### src/rtl/alu_pkg.sv
// Shared constants and types for the ALU issue stage.
// Optional forwarding/snoop logic is enabled by defining ALU_ISSUE_FWD_EN.
package alu_pkg;

    localparam int ALUFN_W    = 6;
    localparam int LIT_W      = 16;
    localparam int REG_AW_DEF = 5;

    // Hard-wired zero register at the default address width.
    localparam logic [REG_AW_DEF-1:0] R31 = 5'd31;

    typedef enum logic [1:0] {
        EMPTY = 2'd0,
        ONE   = 2'd1,
        FULL  = 2'd2
    } issue_state_t;

endpackage

### src/rtl/alu_issue_entry.sv
// One issue-buffer slot: captures an op with operand selection and, when
// ALU_ISSUE_FWD_EN is defined, snoops writebacks for its pending source registers.
module alu_issue_entry
    import alu_pkg::*;
#(
    parameter int DATA_W = 32,
    parameter int REG_AW = 5
) (
    input  logic               clk,
    input  logic               reset_n,
    input  logic               load,
    input  logic               kill,
    input  logic [ALUFN_W-1:0] in_alufn,
    input  logic [REG_AW-1:0]  in_ra,
    input  logic [REG_AW-1:0]  in_rb,
    input  logic [REG_AW-1:0]  in_rc,
    input  logic [DATA_W-1:0]  in_a,
    input  logic [DATA_W-1:0]  in_b,
    input  logic               in_use_lit,
    input  logic [LIT_W-1:0]   in_lit,
    input  logic               wb_valid,
    input  logic [REG_AW-1:0]  wb_rc,
    input  logic [DATA_W-1:0]  wb_data,
    output logic [ALUFN_W-1:0] alufn,
    output logic [DATA_W-1:0]  a,
    output logic [DATA_W-1:0]  b,
    output logic [REG_AW-1:0]  rc
);

    // Top address of the register file is the zero register at any width.
    localparam logic [REG_AW-1:0] ZERO_REG = '1;

    logic              ra_zero;
    logic              rb_zero;
    logic [DATA_W-1:0] lit_ext;
    logic [DATA_W-1:0] cap_a;
    logic [DATA_W-1:0] cap_b;
    logic              hit_a;
    logic              hit_b;

    assign ra_zero = (in_ra == ZERO_REG);
    assign rb_zero = (in_rb == ZERO_REG);
    assign lit_ext = {{(DATA_W-LIT_W){in_lit[LIT_W-1]}}, in_lit};

`ifdef ALU_ISSUE_FWD_EN
    logic              fwd_a;
    logic              fwd_b;
    logic              pend_a;
    logic              pend_b;
    logic [REG_AW-1:0] tag_a;
    logic [REG_AW-1:0] tag_b;

    assign fwd_a = wb_valid && (wb_rc == in_ra) && !ra_zero;
    assign fwd_b = wb_valid && (wb_rc == in_rb) && !rb_zero;

    assign cap_a = ra_zero    ? '0 :
                   fwd_a      ? wb_data : in_a;
    assign cap_b = in_use_lit ? lit_ext :
                   rb_zero    ? '0 :
                   fwd_b      ? wb_data : in_b;

    // Tags are only armed for non-zero registers, so wb_rc==R31 can never hit.
    assign hit_a = pend_a && wb_valid && (wb_rc == tag_a);
    assign hit_b = pend_b && wb_valid && (wb_rc == tag_b);

    always_ff @(posedge clk) begin
        if (!reset_n) begin
            pend_a <= 1'b0;
            pend_b <= 1'b0;
        end else if (load) begin
            pend_a <= !ra_zero;
            pend_b <= !in_use_lit && !rb_zero;
        end else if (kill) begin
            pend_a <= 1'b0;
            pend_b <= 1'b0;
        end
    end

    always_ff @(posedge clk) begin
        if (load) begin
            tag_a <= in_ra;
            tag_b <= in_rb;
        end
    end
`else
    logic unused_ok;

    assign cap_a = ra_zero    ? '0 : in_a;
    assign cap_b = in_use_lit ? lit_ext :
                   rb_zero    ? '0 : in_b;
    assign hit_a = 1'b0;
    assign hit_b = 1'b0;
    assign unused_ok = &{1'b0, kill, wb_valid, wb_rc};
`endif

    always_ff @(posedge clk) begin
        if (!reset_n) begin
            alufn <= '0;
            rc    <= '0;
            a     <= '0;
            b     <= '0;
        end else if (load) begin
            alufn <= in_alufn;
            rc    <= in_rc;
            a     <= cap_a;
            b     <= cap_b;
        end else begin
            if (hit_a) a <= wb_data;
            if (hit_b) b <= wb_data;
        end
    end

endmodule

### src/rtl/alu_issue_stage.sv
// Two-deep in-order issue skid buffer between decode and the ALU.
// Writeback forwarding/snoop is compiled in when ALU_ISSUE_FWD_EN is defined.
module alu_issue_stage
    import alu_pkg::*;
#(
    parameter int DATA_W = 32,
    parameter int REG_AW = 5
) (
    input  logic               clk,
    input  logic               reset_n,
    input  logic               in_valid,
    output logic               in_ready,
    input  logic [ALUFN_W-1:0] in_alufn,
    input  logic [REG_AW-1:0]  in_ra,
    input  logic [REG_AW-1:0]  in_rb,
    input  logic [REG_AW-1:0]  in_rc,
    input  logic [DATA_W-1:0]  in_a,
    input  logic [DATA_W-1:0]  in_b,
    input  logic               in_use_lit,
    input  logic [LIT_W-1:0]   in_lit,
    input  logic               wb_valid,
    input  logic [REG_AW-1:0]  wb_rc,
    input  logic [DATA_W-1:0]  wb_data,
    input  logic               flush,
    output logic               out_valid,
    input  logic               out_ready,
    output logic [ALUFN_W-1:0] out_alufn,
    output logic [DATA_W-1:0]  out_a,
    output logic [DATA_W-1:0]  out_b,
    output logic [REG_AW-1:0]  out_rc
);

    issue_state_t state;
    issue_state_t state_nxt;
    logic         head;
    logic         tail;
    logic         accept;
    logic         pop;
    logic [1:0]   load;
    logic [1:0]   kill;

    logic [ALUFN_W-1:0] e_alufn [2];
    logic [DATA_W-1:0]  e_a     [2];
    logic [DATA_W-1:0]  e_b     [2];
    logic [REG_AW-1:0]  e_rc    [2];

    // Handshake flags decode straight from the state register, never from out_ready.
    assign out_valid = (state != EMPTY);
    assign in_ready  = (state != FULL);

    assign accept = in_valid && in_ready && !flush;
    assign pop    = out_valid && out_ready;

    // Slots ping-pong: a new op lands in the head slot when empty, else the other one.
    assign tail = (state == EMPTY) ? head : ~head;

    always_comb begin
        state_nxt = state;
        unique case (state)
            EMPTY: if (accept) state_nxt = ONE;
            ONE: begin
                if (accept && !pop)      state_nxt = FULL;
                else if (!accept && pop) state_nxt = EMPTY;
            end
            FULL:    if (pop) state_nxt = ONE;
            default: state_nxt = EMPTY;
        endcase
        if (flush) state_nxt = EMPTY;
    end

    always_ff @(posedge clk) begin
        if (!reset_n) begin
            state <= EMPTY;
            head  <= 1'b0;
        end else begin
            state <= state_nxt;
            if (pop && !flush) head <= ~head;
        end
    end

    for (genvar i = 0; i < 2; i++) begin : g_entry
        assign load[i] = accept && (tail == 1'(i));
        assign kill[i] = flush || (pop && (head == 1'(i)) && !load[i]);

        alu_issue_entry #(
            .DATA_W (DATA_W),
            .REG_AW (REG_AW)
        ) u_entry (
            .clk        (clk),
            .reset_n    (reset_n),
            .load       (load[i]),
            .kill       (kill[i]),
            .in_alufn   (in_alufn),
            .in_ra      (in_ra),
            .in_rb      (in_rb),
            .in_rc      (in_rc),
            .in_a       (in_a),
            .in_b       (in_b),
            .in_use_lit (in_use_lit),
            .in_lit     (in_lit),
            .wb_valid   (wb_valid),
            .wb_rc      (wb_rc),
            .wb_data    (wb_data),
            .alufn      (e_alufn[i]),
            .a          (e_a[i]),
            .b          (e_b[i]),
            .rc         (e_rc[i])
        );
    end

    assign out_alufn = e_alufn[head];
    assign out_a     = e_a[head];
    assign out_b     = e_b[head];
    assign out_rc    = e_rc[head];

endmodule

### config.mk
export PLATFORM = sky130hd
export DESIGN_NAME = alu_issue_stage
export DESIGN_NICKNAME = d
export VERILOG_FILES = /design/src/rtl/alu_pkg.sv /design/src/rtl/alu_issue_entry.sv /design/src/rtl/alu_issue_stage.sv
export SDC_FILE = /design/constraint.sdc
export NUM_CORES = 1
export LEC_CHECK = 0
export ABC_AREA = 0
export BUFFER_PORTS_ARGS = -buffer_cell sky130_fd_sc_hd__buf_2
export CORE_MARGIN = 3
export CORE_UTILIZATION = 35
export CTS_CLUSTER_SIZE = 28
export DETAILED_ROUTE_END_ITERATION = 16
export PLACE_DENSITY = 0.67
export SLEW_MARGIN = 20
export SYNTH_ARGS = -nofsm -noshare
export SYNTH_HDL_FRONTEND = slang
export SYNTH_SLANG_ARGS = --single-unit
### constraint.sdc
create_clock -name clk -period 1.86 [get_ports clk]
set_clock_uncertainty 0.2 [all_clocks]
set_input_delay 0.372 -clock clk [delete_from_list [all_inputs] [get_ports clk]]
set_output_delay 0.372 -clock clk [all_outputs]
set_load 0.1 [all_outputs]
==> results.txt <==
Crit path top cell by count = buf_12
outcome = finished with violations
reg-to-reg startpoint = head
Tmin final = 2230 ps
Syn Nets = 877
post-route cell area = 10800 sq um
Clock Power Share = 39.8%
initial antenna violation count = 1
Synth Warn # = 0
CORE AREA = 20600 sq um
Sequential cell area = 3070 sq um
slowest CP cell = mux2_2
Syn Inst Count = 731
mapped cell area = 7420 sq um
footprint of the multi-input gates = 4060 sq um
worst-margin pin slew = 390 ps
Hold Crit Class = input pin to flip-flop
Clock Latency Late Sink = 410 ps
drt pass-1 iters = 5
failing checks = negative setup slack
die height = 152 microns
required time of the worst setup path = 1290 ps
worst-path maximum fanout = 32
first-pass GRT wire length = 30200 microns
Diodes inserted = 0
reg-to-reg critical path endpoint = g_entry[1].u_entry.rc[3]
Slew Limit Headroom = 74.0%
Peak Freq = 448 MHz
pin count of the biggest net entering global routing = 41
Critical Path Start Type = flip-flop
worst slack at placement = 72.9 ps
routed len/inst = 16.7 microns
antenna-violating nets left = 0
Rows = 52
die area = 23000 sq um
synthesis-to-layout area growth = 44.9%
Hold Vio Cnt, Final = 0
Setup WS post-layout = -372 ps
clk slew on worst S/H paths = 70 ps
Max Slew Vio Count = 0
Crit path buffers/inverters = 2
Tot Pwr = 8.92 mW
Filler Cells Inserted = 1805
Starting Density = 36.1%
Critical Path Stages = 3
fin nets = 1054
Setup violations, final = 76
DRC errors left = 0
commonest non-fill, non-tap cell in the layout = nand2_1
Inst Count DP = 1143
clock sinks = 153
R2R setup slack = -10 ps
maximum clock path buffer count = 2
power density over the cells = 829 nW/um^2
Overflow after GRT = 0
Worst Hold Margin = 34.7 ps
crit-path cells = buf_12, mux2_2, buf_12
Die W = 152 microns
Crit Path Class = flip-flop to output pin
RSZ-0062 raised after global routing = yes
Yosys cell types = 28
worst vdd ir = 0.000510 V
share of the clock period used by the worst path after layout = 120%
P_leak = 5.03 nW
crit end category = output pin
worst setup path endpoint = out_b[19]
FF+latch count, synth = 153
Seq pwr share = 38.5%
DP Area = 9800 sq um
Setup TNS = -25340 ps
Layout Utilization = 52.3%
Crit path max-delay family = buffers and inverters
share of layout cells above drive strength 1 = 40.4%
vias in the first global route = 6064
Finished Layout Cells = 1191
part of the Yosys area used for sequential elements = 41.3%
# Max-Cap Violations = 0
most frequent cells in the layout = nand2_1 (162), mux2i_1 (150), dfxtp_1 (150)
cts bufs inserted = 17
gp weighted congestion = 0.770
H-tree depth = 4
Vias = 5949
Cell Int Power = 6.26 mW
Tot GR Track Use = 16.5%
Sw Share = 29.8%
number of flops mapped to enable cells by yosys = 0
root buf cell = clkbuf_16
critical path arrival = 1660 ps
Mean Syn Cell Area = 10.2 sq um
DR vias/cell = 4.99
Iteration-0 DRC Markers = 178
Synth Flop Type = dfxtp_1
worst reg2reg path depth = 7
hold path start = in_rc[0]
switching power total = 2.66 mW
CTS tree = done
# IOs = 222
Comb power frac = 21.7%
Setup crit start = head
DRT Wirelength = 19900 microns
port bufs = 183
DP HPWL = 12700 microns
worst stage delay on the critical path = 410 ps
FFs w/ async S/R, synth = 0%
[cell usage after synthesis (2+ instances only)]
master    count  area (sq um)
nor2b_1       3          18.8
o21ai_2       2          17.5
and2_1        2          12.5
buf_4         4          30.0
mux2i_1     150          1500
o21ai_0       2          10.0
nand2_1     162           608
buf_6        12           135
dfxtp_1     153          3060
buf_2        16          80.1
clkbuf_1     35           131
nand3b_1      2          15.0
o211ai_1     64           480
nand4_1       2          12.5
nand2b_1      3          18.8
mux2_2      107          1200
[worst min path at each step]
stage | endpoint | slack, ps | cells after the start
after floorplan | g_entry[1].u_entry.alufn[0] | 230 | 2
after global placement | g_entry[1].u_entry.b[16] | 240 | 2
after detailed placement | g_entry[1].u_entry.a[18] | 250 | 2
after CTS | g_entry[0].u_entry.alufn[2] | 4 | 3
after global routing | g_entry[1].u_entry.rc[0] | 20 | 3
final | g_entry[1].u_entry.rc[0] | 30 | 3
[registers in the layout, summed over array words and instances, names as in the netlist]
name / flops
head: 1
state: 2
g_entry.u_entry.b: 64
g_entry.u_entry.a: 64
g_entry.u_entry.alufn: 12
g_entry.u_entry.rc: 10
[cells by family (layout without fill, tap and decap cells)]
family	Yosys count	count (layout)	synth area share, %
multiplexers	257	257	36.5
AND/OR/NAND/NOR	179	179	9.76
flip-flops	153	153	41.3
AO/OA/AOI/OAI	72	72	7.20
buffers and inverters	69	259	5.17
adder cells (fa/ha/maj)	1	1	0.168
[power groups by stage]
| stage | clock, mW | combinational [mW] | sequential (mW) |
|---|---|---|---|
| detailed placement | 0 | 1.90 | 3.51 |
| global placement | 0 | 1.89 | 3.51 |
| finish | 3.54 | 1.94 | 3.44 |
| floorplan | 0 | 1.23 | 3.50 |
| global route | 3.77 | 2.03 | 3.45 |
| CTS | 3.65 | 1.93 | 3.44 |
[area by class of cell]
cell class,instances,share of cell area [%]
flip-flops and latches,153,28.6
inverters,1,0.0349
repair buffers,226,24.9
well taps,270,3.14
clock inverters,11,1.27
clock buffers,21,4.37
multi-input cells,509,37.7
[worst reg2reg max path: cells and delay by family, from the launching register on]
| family | cells | cell delay, ps |
|---|---|---|
| buffers and inverters | 4 | 620 |
| flip-flops | 1 | 380 |
| AO/OA/AOI/OAI | 1 | 240 |
| multiplexers | 1 | 200 |
| AND/OR/NAND/NOR | 1 | 150 |
[routing by layer]
metal | global-route usage (%) | routed length [microns]
met5 | 0 | 13
met4 | 3.77 | 169
met3 | 5.89 | 1320
met2 | 27.9 | 9610
met1 | 20.1 | 8740
[repair_timing]
item,in CTS,in global routing
endpoints found under the hold margin,2,0
endpoints found under the setup margin,77,127
gates cloned,1,7
gates resized for setup,19,10
hold buffers,1,0
setup buffers,5,2
pin swaps,1,1
(Power assumes the default switching activity.)
